File: src/rtl/fas_pkg.sv
// fas_pkg: shared sizing constants and issue-FSM encoding for the frame sequencer.
// Contents: N_PT (points per frame), DW (sample width), IDXW (frame index width),
//           TIMEOUT (wait-state watchdog limit), state_t (issue FSM states).
package fas_pkg;

  localparam int N_PT    = 16;
  localparam int DW      = 16;
  localparam int IDXW    = $clog2(N_PT);
  localparam int TIMEOUT = 255;

  typedef enum logic [1:0] {
    IDLE     = 2'd0,
    ISSUE    = 2'd1,
    WAIT_FFT = 2'd2,
    WAIT_ANA = 2'd3
  } state_t;

endpackage

File: src/rtl/fas_frame_buf.sv
// fas_frame_buf: two-bank ping-pong frame store, one write port, one full-frame read port.
// Latency: a write lands at the clock edge; rdat_o shows the selected bank one edge later (registered).
// Backpressure: none; the controller guarantees the bank being read is never written.
// Ports:
//   CLK, RST        clock (rising edge), asynchronous active-high reset (read register only)
//   we_i            write wd_i into bank wbank_i at index widx_i
//   rbank_i         bank presented on rdat_o; sample k at [k*DW +: DW]
module fas_frame_buf
  import fas_pkg::*;
(
  input  logic               CLK,
  input  logic               RST,
  input  logic               we_i,
  input  logic               wbank_i,
  input  logic [IDXW-1:0]    widx_i,
  input  logic [DW-1:0]      wd_i,
  input  logic               rbank_i,
  output logic [N_PT*DW-1:0] rdat_o
);

  // Sample storage has no reset: contents are meaningless until a frame is written.
  logic [DW-1:0]      mem_q [2][N_PT];
  logic [N_PT*DW-1:0] rdat_d;
  logic [N_PT*DW-1:0] rdat_q;

  always_ff @(posedge CLK) begin
    if (we_i) begin
      mem_q[wbank_i][widx_i] <= wd_i;
    end
  end

  always_comb begin
    rdat_d = '0;
    for (int k = 0; k < N_PT; k++) begin
      rdat_d[k*DW +: DW] = mem_q[rbank_i][k];
    end
  end

  always_ff @(posedge CLK or posedge RST) begin
    if (RST) begin
      rdat_q <= '0;
    end else begin
      rdat_q <= rdat_d;
    end
  end

  assign rdat_o = rdat_q;

endmodule

File: src/rtl/fas_frame_ctrl.sv
// fas_frame_ctrl: packs FIR samples into N_PT-point frames (ping-pong) and sequences FFT/analysis per frame.
// Latency: 16th sample written at edge E -> fft_start high in the cycle after E+1; next start 2 cycles after a release.
// Backpressure: none toward the FIR; a sample arriving while its bank is still full is dropped and overrun is set.
// Build option: FAS_TIMEOUT_EN adds an 8-bit wait watchdog (limit TIMEOUT); otherwise timeout is tied 0.
// Ports:
//   CLK, RST              clock (rising edge), asynchronous active-high reset
//   fir_valid, fir_d      input sample stream
//   fft_start, fft_din    frame launch pulse and flattened frame (sample k at [k*DW +: DW], k=0 oldest)
//   fft_valid, ana_done   completion pulses from FFT and analysis
//   busy, frame_cnt       FSM not idle; frames completed (wraps)
//   overrun, proto_err, timeout   sticky error flags
module fas_frame_ctrl
  import fas_pkg::*;
(
  input  logic               CLK,
  input  logic               RST,
  input  logic               fir_valid,
  input  logic [DW-1:0]      fir_d,
  output logic               fft_start,
  output logic [N_PT*DW-1:0] fft_din,
  input  logic               fft_valid,
  input  logic               ana_done,
  output logic               busy,
  output logic [7:0]         frame_cnt,
  output logic               overrun,
  output logic               proto_err,
  output logic               timeout
);

  localparam logic [IDXW-1:0] LAST_IDX = IDXW'(N_PT - 1);

  state_t          state_q, state_d;
  logic            wr_bank_q, wr_bank_d;
  logic            rd_bank_q, rd_bank_d;
  logic [IDXW-1:0] wr_idx_q, wr_idx_d;
  logic [1:0]      full_q, full_d;
  logic [7:0]      frame_cnt_q, frame_cnt_d;
  logic            overrun_q, overrun_d;
  logic            proto_err_q, proto_err_d;

  logic            wr_en;
  logic            release_bank;
  logic            count_frame;
  logic            wait_expire;

  // ---------------------------------------------------------------- watchdog
`ifdef FAS_TIMEOUT_EN
  localparam logic [7:0] WAIT_LIM = 8'(TIMEOUT);

  logic [7:0] wait_cnt_q, wait_cnt_d;
  logic       timeout_q, timeout_d;
  logic       in_wait;

  assign in_wait = (state_q == WAIT_FFT) || (state_q == WAIT_ANA);

  // Expires in the cycle whose closing edge brings the count to WAIT_LIM.
  assign wait_expire = in_wait && (wait_cnt_q == WAIT_LIM - 8'd1);

  always_comb begin
    wait_cnt_d = wait_cnt_q;
    if (state_d != state_q) begin
      wait_cnt_d = '0;
    end else if (in_wait) begin
      wait_cnt_d = wait_cnt_q + 8'd1;
    end
  end

  // A regular completion in the same cycle wins over the watchdog.
  assign timeout_d = timeout_q |
                     (wait_expire &&
                      !((state_q == WAIT_FFT) && fft_valid) &&
                      !((state_q == WAIT_ANA) && ana_done));

  always_ff @(posedge CLK or posedge RST) begin
    if (RST) begin
      wait_cnt_q <= '0;
      timeout_q  <= 1'b0;
    end else begin
      wait_cnt_q <= wait_cnt_d;
      timeout_q  <= timeout_d;
    end
  end

  assign timeout = timeout_q;
`else
  assign wait_expire = 1'b0;
  assign timeout     = 1'b0;
`endif

  // ---------------------------------------------------------------- issue FSM
  always_comb begin
    state_d      = state_q;
    release_bank = 1'b0;
    count_frame  = 1'b0;
    case (state_q)
      IDLE: begin
        if (full_q[rd_bank_q]) state_d = ISSUE;
      end
      ISSUE: begin
        state_d = WAIT_FFT;
      end
      WAIT_FFT: begin
        if (fft_valid) begin
          state_d = WAIT_ANA;
        end else if (wait_expire) begin
          state_d      = IDLE;
          release_bank = 1'b1;
        end
      end
      WAIT_ANA: begin
        if (ana_done) begin
          state_d      = IDLE;
          release_bank = 1'b1;
          count_frame  = 1'b1;
        end else if (wait_expire) begin
          state_d      = IDLE;
          release_bank = 1'b1;
        end
      end
      default: begin
        state_d = IDLE;
      end
    endcase
  end

  // Each pulse is judged against the current state on its own.
  assign proto_err_d = proto_err_q |
                       (fft_valid && (state_q != WAIT_FFT)) |
                       (ana_done  && (state_q != WAIT_ANA));

  assign rd_bank_d   = release_bank ? ~rd_bank_q : rd_bank_q;
  assign frame_cnt_d = count_frame ? frame_cnt_q + 8'd1 : frame_cnt_q;

  // ---------------------------------------------------------------- fill side
  // Full is tested on the registered flag, so a bank released this cycle
  // still rejects a write in the same cycle.
  assign wr_en = fir_valid && !full_q[wr_bank_q];

  always_comb begin
    wr_idx_d  = wr_idx_q;
    wr_bank_d = wr_bank_q;
    overrun_d = overrun_q;
    full_d    = full_q;
    if (fir_valid) begin
      if (!full_q[wr_bank_q]) begin
        if (wr_idx_q == LAST_IDX) begin
          full_d[wr_bank_q] = 1'b1;
          wr_bank_d         = ~wr_bank_q;
          wr_idx_d          = '0;
        end else begin
          wr_idx_d = wr_idx_q + 1'b1;
        end
      end else begin
        overrun_d = 1'b1;
      end
    end
    // Set and clear never target the same bank: set needs it empty, clear needs it full.
    if (release_bank) full_d[rd_bank_q] = 1'b0;
  end

  always_ff @(posedge CLK or posedge RST) begin
    if (RST) begin
      state_q     <= IDLE;
      wr_bank_q   <= 1'b0;
      rd_bank_q   <= 1'b0;
      wr_idx_q    <= '0;
      full_q      <= '0;
      frame_cnt_q <= '0;
      overrun_q   <= 1'b0;
      proto_err_q <= 1'b0;
    end else begin
      state_q     <= state_d;
      wr_bank_q   <= wr_bank_d;
      rd_bank_q   <= rd_bank_d;
      wr_idx_q    <= wr_idx_d;
      full_q      <= full_d;
      frame_cnt_q <= frame_cnt_d;
      overrun_q   <= overrun_d;
      proto_err_q <= proto_err_d;
    end
  end

  fas_frame_buf u_buf (
    .CLK     (CLK),
    .RST     (RST),
    .we_i    (wr_en),
    .wbank_i (wr_bank_q),
    .widx_i  (wr_idx_q),
    .wd_i    (fir_d),
    .rbank_i (rd_bank_q),
    .rdat_o  (fft_din)
  );

  assign fft_start = (state_q == ISSUE);
  assign busy      = (state_q != IDLE);
  assign frame_cnt = frame_cnt_q;
  assign overrun   = overrun_q;
  assign proto_err = proto_err_q;

endmodule

File: config.mk
export PLATFORM = sky130hd
export DESIGN_NAME = fas_frame_ctrl
export DESIGN_NICKNAME = d
export VERILOG_FILES = /design/src/rtl/fas_pkg.sv /design/src/rtl/fas_frame_buf.sv /design/src/rtl/fas_frame_ctrl.sv
export SDC_FILE = /design/constraint.sdc
export NUM_CORES = 1
export LEC_CHECK = 0
export CAP_MARGIN = 25
export CORE_AREA = 2 2 212 214
export CTS_CLUSTER_SIZE = 40
export DETAILED_ROUTE_END_ITERATION = 12
export DIE_AREA = 0 0 214 216
export PLACE_DENSITY = 0.94
export RECOVER_POWER = 50
export SETUP_SLACK_MARGIN = 0.1
export SYNTH_ARGS = -nofsm -noshare
export SYNTH_HDL_FRONTEND = slang
export SYNTH_HIERARCHICAL = 1
export SYNTH_SLANG_ARGS = --single-unit
File: constraint.sdc
create_clock -name CLK -period 15.7 [get_ports CLK]
set_input_delay 1.57 -clock CLK [delete_from_list [all_inputs] [get_ports CLK]]
set_output_delay 1.57 -clock CLK [all_outputs]
set_load 0.005 [all_outputs]
==> impl_results.md <==
* Multi-input gate area at 3530 um^2
* Fin worst setup slack at between 7 and 8 ns
* Combinational share of power at 19.6%
* Vias at around 12k
* Period utilization at 50.4%
* Height of the die at 216 um
* Via density at 5.61
* First-pass GRT wire length at between 80,000 and 90,000 um
* Post-synthesis sequential area ratio at between 80% and 90%
* RSZ-0062 raised after global routing: no
* Worst path cell trace: dlygate4sd3_1 -> clkinvlp_2 -> clkbuf_1 -> clkbuf_1
* Worst Tran Pin Value at between 4 and 5 ns
* Crit path arrival time at 7.74 ns
* Startpoint class of the critical path: input pin
* Sw frac at 24.8%
* Wl on met1 at 21,800 um
* Internal power at 4.20 mW
* FF+latch area at 22,300 um^2
* Final setup viols at 0
* Number of max-cap violations at 19
* Final Critical Period at 7.91 ns
* Root Buffer: clkbuf_16
* Leakage power at about 12 nW
* Port Buf Inserts at approximately 290
* Fmax at between 100 and 150 MHz
* Initial antenna violation count at 0
* Initial drt markers at 1,417
* CTS tree: built
* Cell Area, Synth at 26,100 um^2
* Gr usage total at 25.3%
* Fill count at around 2.3k
* Final Skew at 0.0190 ns
* Final nets at 1,576
* Average routed wire per standard cell at ~26 um
* CP Capture Type: async pin
* Register bit count reported by yosys at 788
* Peak supply drop at about 0.00017 V
* Synth-to-Final Area Change at 23.6%
* Worst Path Required at 15.52 ns
* DR pass1 iterations at 5
* Slowest CP cell: clkbuf_1
* Post-CTS Setup Bufs at 0
* Cell taking the most area after synthesis: edfxtp_1
* Crit path max-delay family: buffers and inverters
* Final ANT Viol Nets at 0
* I/O pins at between 200 and 300
* Hold_buf cts at 0
* Switching power at 1.38 mW
* Final wirelength at around 58,000 um
* Status: finished with violations
* Syn_nets at 1,215
* Remaining Overflow, GRT at 0
* Hold Path Class: reg2reg
* CP Max Fanout at between 90 and 100
* DRC viols at 0
* Clock Latency Late Sink at 0.59 ns
* Hold Vio Cnt, Final at 0
* Critical R2R Launch: rd_bank_q
* Die X at roughly 210 um
* Worst Setup SP: RST
* Post-Place Worst Slack at 11.24 ns
* # rows at 77
* Ys Warns at 6
* Rel. slew slack at -181%
* Core area at 43,800 um^2
* Most frequent cell on the critical path: clkbuf_1
* Post-Synthesis Cells at approximately 1.2k
* Starting Density at 59.5%
* Count of cell types in the netlist at 31
* Number of antenna diodes at 0
* Most frequent cells in the layout: edfxtp_1 (512), dfrtp_1 (276), clkdlybuf4s50_1 (269)
* PwrDens at 173 nW/um^2
* Setup TNS at 0 ns
* PostCTS Resize Cnt at 0
* Clock sink count at 788
* Share of total power in the clock network at 32.6%
* Wire length on met2 at 30,200 um
* Max incr delay on CP at 2.70 ns
* Synth top area share at 59.0%
* Total CTS buffers at 72
* Post-Syn Area per Cell at ~22 um^2
* Detailed Place HPWL at between 30,000 and 40,000 um
* Most common cell after layout, fill and taps aside: edfxtp_1
* Clk pin slew, worst setup/hold paths at 0.06 ns
* Buffers & Inverters on Critical Path at 4
* Clock Path Buffers at 3
* GPL Wtd Cong at 0.785
* Highest Signal Layer: met4
* Worst hold start: u_buf/mem_q[1][23]
* Count of final max-slew check failures at 748
* Vias in the first global route at between 10k and 15k
* Post-synth ARST share at 35.0%
* Reg power frac at a little under half
* WL met3 at 4670 um
* Area contributors post-synth: edfxtp_1 (59%), dfrtp_1 (26%), mux2_2 (11%)
* Htree depth at 3
* Die Outline Area at 46,200 um^2
* Pin count of the biggest net entering global routing at 208
* Critical path type: in2async
* Primary FF master, synth: edfxtp_1
* Violated checks: capacitance limit, slew limit
* Post-synth EDFFs at 512
* Layout cells sized above 1 at 18.5%
[layer usage]
layer	GRT usage [%]	vias to the layer above
met3	5.07	83
li1	-	5154
met5	0	-
met2	43.7	648
met4	7.88	0
met1	32.9	6456
[flip-flops by register name, indices dropped and copies added (netlist names)]
signal,flops
wr_idx_q,4
overrun,1
rd_bank_q,1
u_buf/rdat_o,256
frame_cnt,8
proto_err,1
wr_bank_q,1
full_q,2
state_q,2
u_buf/mem_q,512
[metrics by stage]
stage,hold WS [ns],total power [mW],utilization [%],std cells,instance area [um^2]
6_report,0.473,5.58,73.5,2199,32200
3_5_place_dp,0.462,3.80,67.7,2064,29700
3_3_place_gp,0.459,3.76,67.4,2051,29600
2_1_floorplan,0.454,3.18,-,1187,26100
5_1_grt,0.489,5.76,73.5,2199,32200
4_1_cts,0.474,5.63,73.5,2197,32200
[worst register-to-register path, delay by kind of cell (launching register included)]
kind / cells / cell delay (ns)
flip-flops: 1 / 1.96
multiplexers: 1 / 0.69
buffers and inverters: 1 / 0.86
[cells by family after synthesis]
group | count (synthesis) | share of synthesized area [%]
xor gates and xnor gates | 10 | 0.336
and+or+nand+nor | 66 | 1.28
adders and majority gates | 7 | 0.336
other | 1 | 0.0144
buffers and inverters | 44 | 1.02
DFF | 788 | 85.5
AOI/OAI and AO/OA | 9 | 0.254
muxes | 262 | 11.3
[final timing paths]
check,slack [ns],cells after the start,end
max in group CLK,11.65,5,u_buf/mem_q[0][190]
max,7.79,4,u_buf/rdat_o[181]
min reg2reg,0.47,1,u_buf/rdat_o[231]
max reg2reg,12.04,2,u_buf/rdat_o[170]
min,0.47,1,u_buf/rdat_o[231]
min in group asynchronous,1.61,2,wr_idx_q[3]
[power by group through the flow]
stage | clock, mW | sequential, mW | combinational (mW)
finish | 1.82 | 2.66 | 1.09
global route | 1.93 | 2.69 | 1.15
CTS | 1.84 | 2.66 | 1.13
detailed placement | 0 | 2.70 | 1.11
global placement | 0 | 2.69 | 1.07
floorplan | 0 | 2.66 | 0.519
[cell type report]
class | instances | area share (%)
Tap cell | 592 | 2.30
Multi-Input combinational cell | 355 | 11.0
Timing Repair Buffer | 321 | 9.61
Clock inverter | 26 | 0.862
Inverter | 10 | 0.120
Sequential cell | 788 | 69.2
Clock buffer | 107 | 6.97
[cells in the mapped netlist (all sizes together), types with 4 or more instances]
cell    instances
and3            4
buf            30
ha              7
clkbuf          4
edfxtp        512
dfrtp         276
inv            10
nand2           7
xnor2          10
mux2          259
nor2           36
nand4           5
Note: power is estimated with default switching activity, not from simulation.
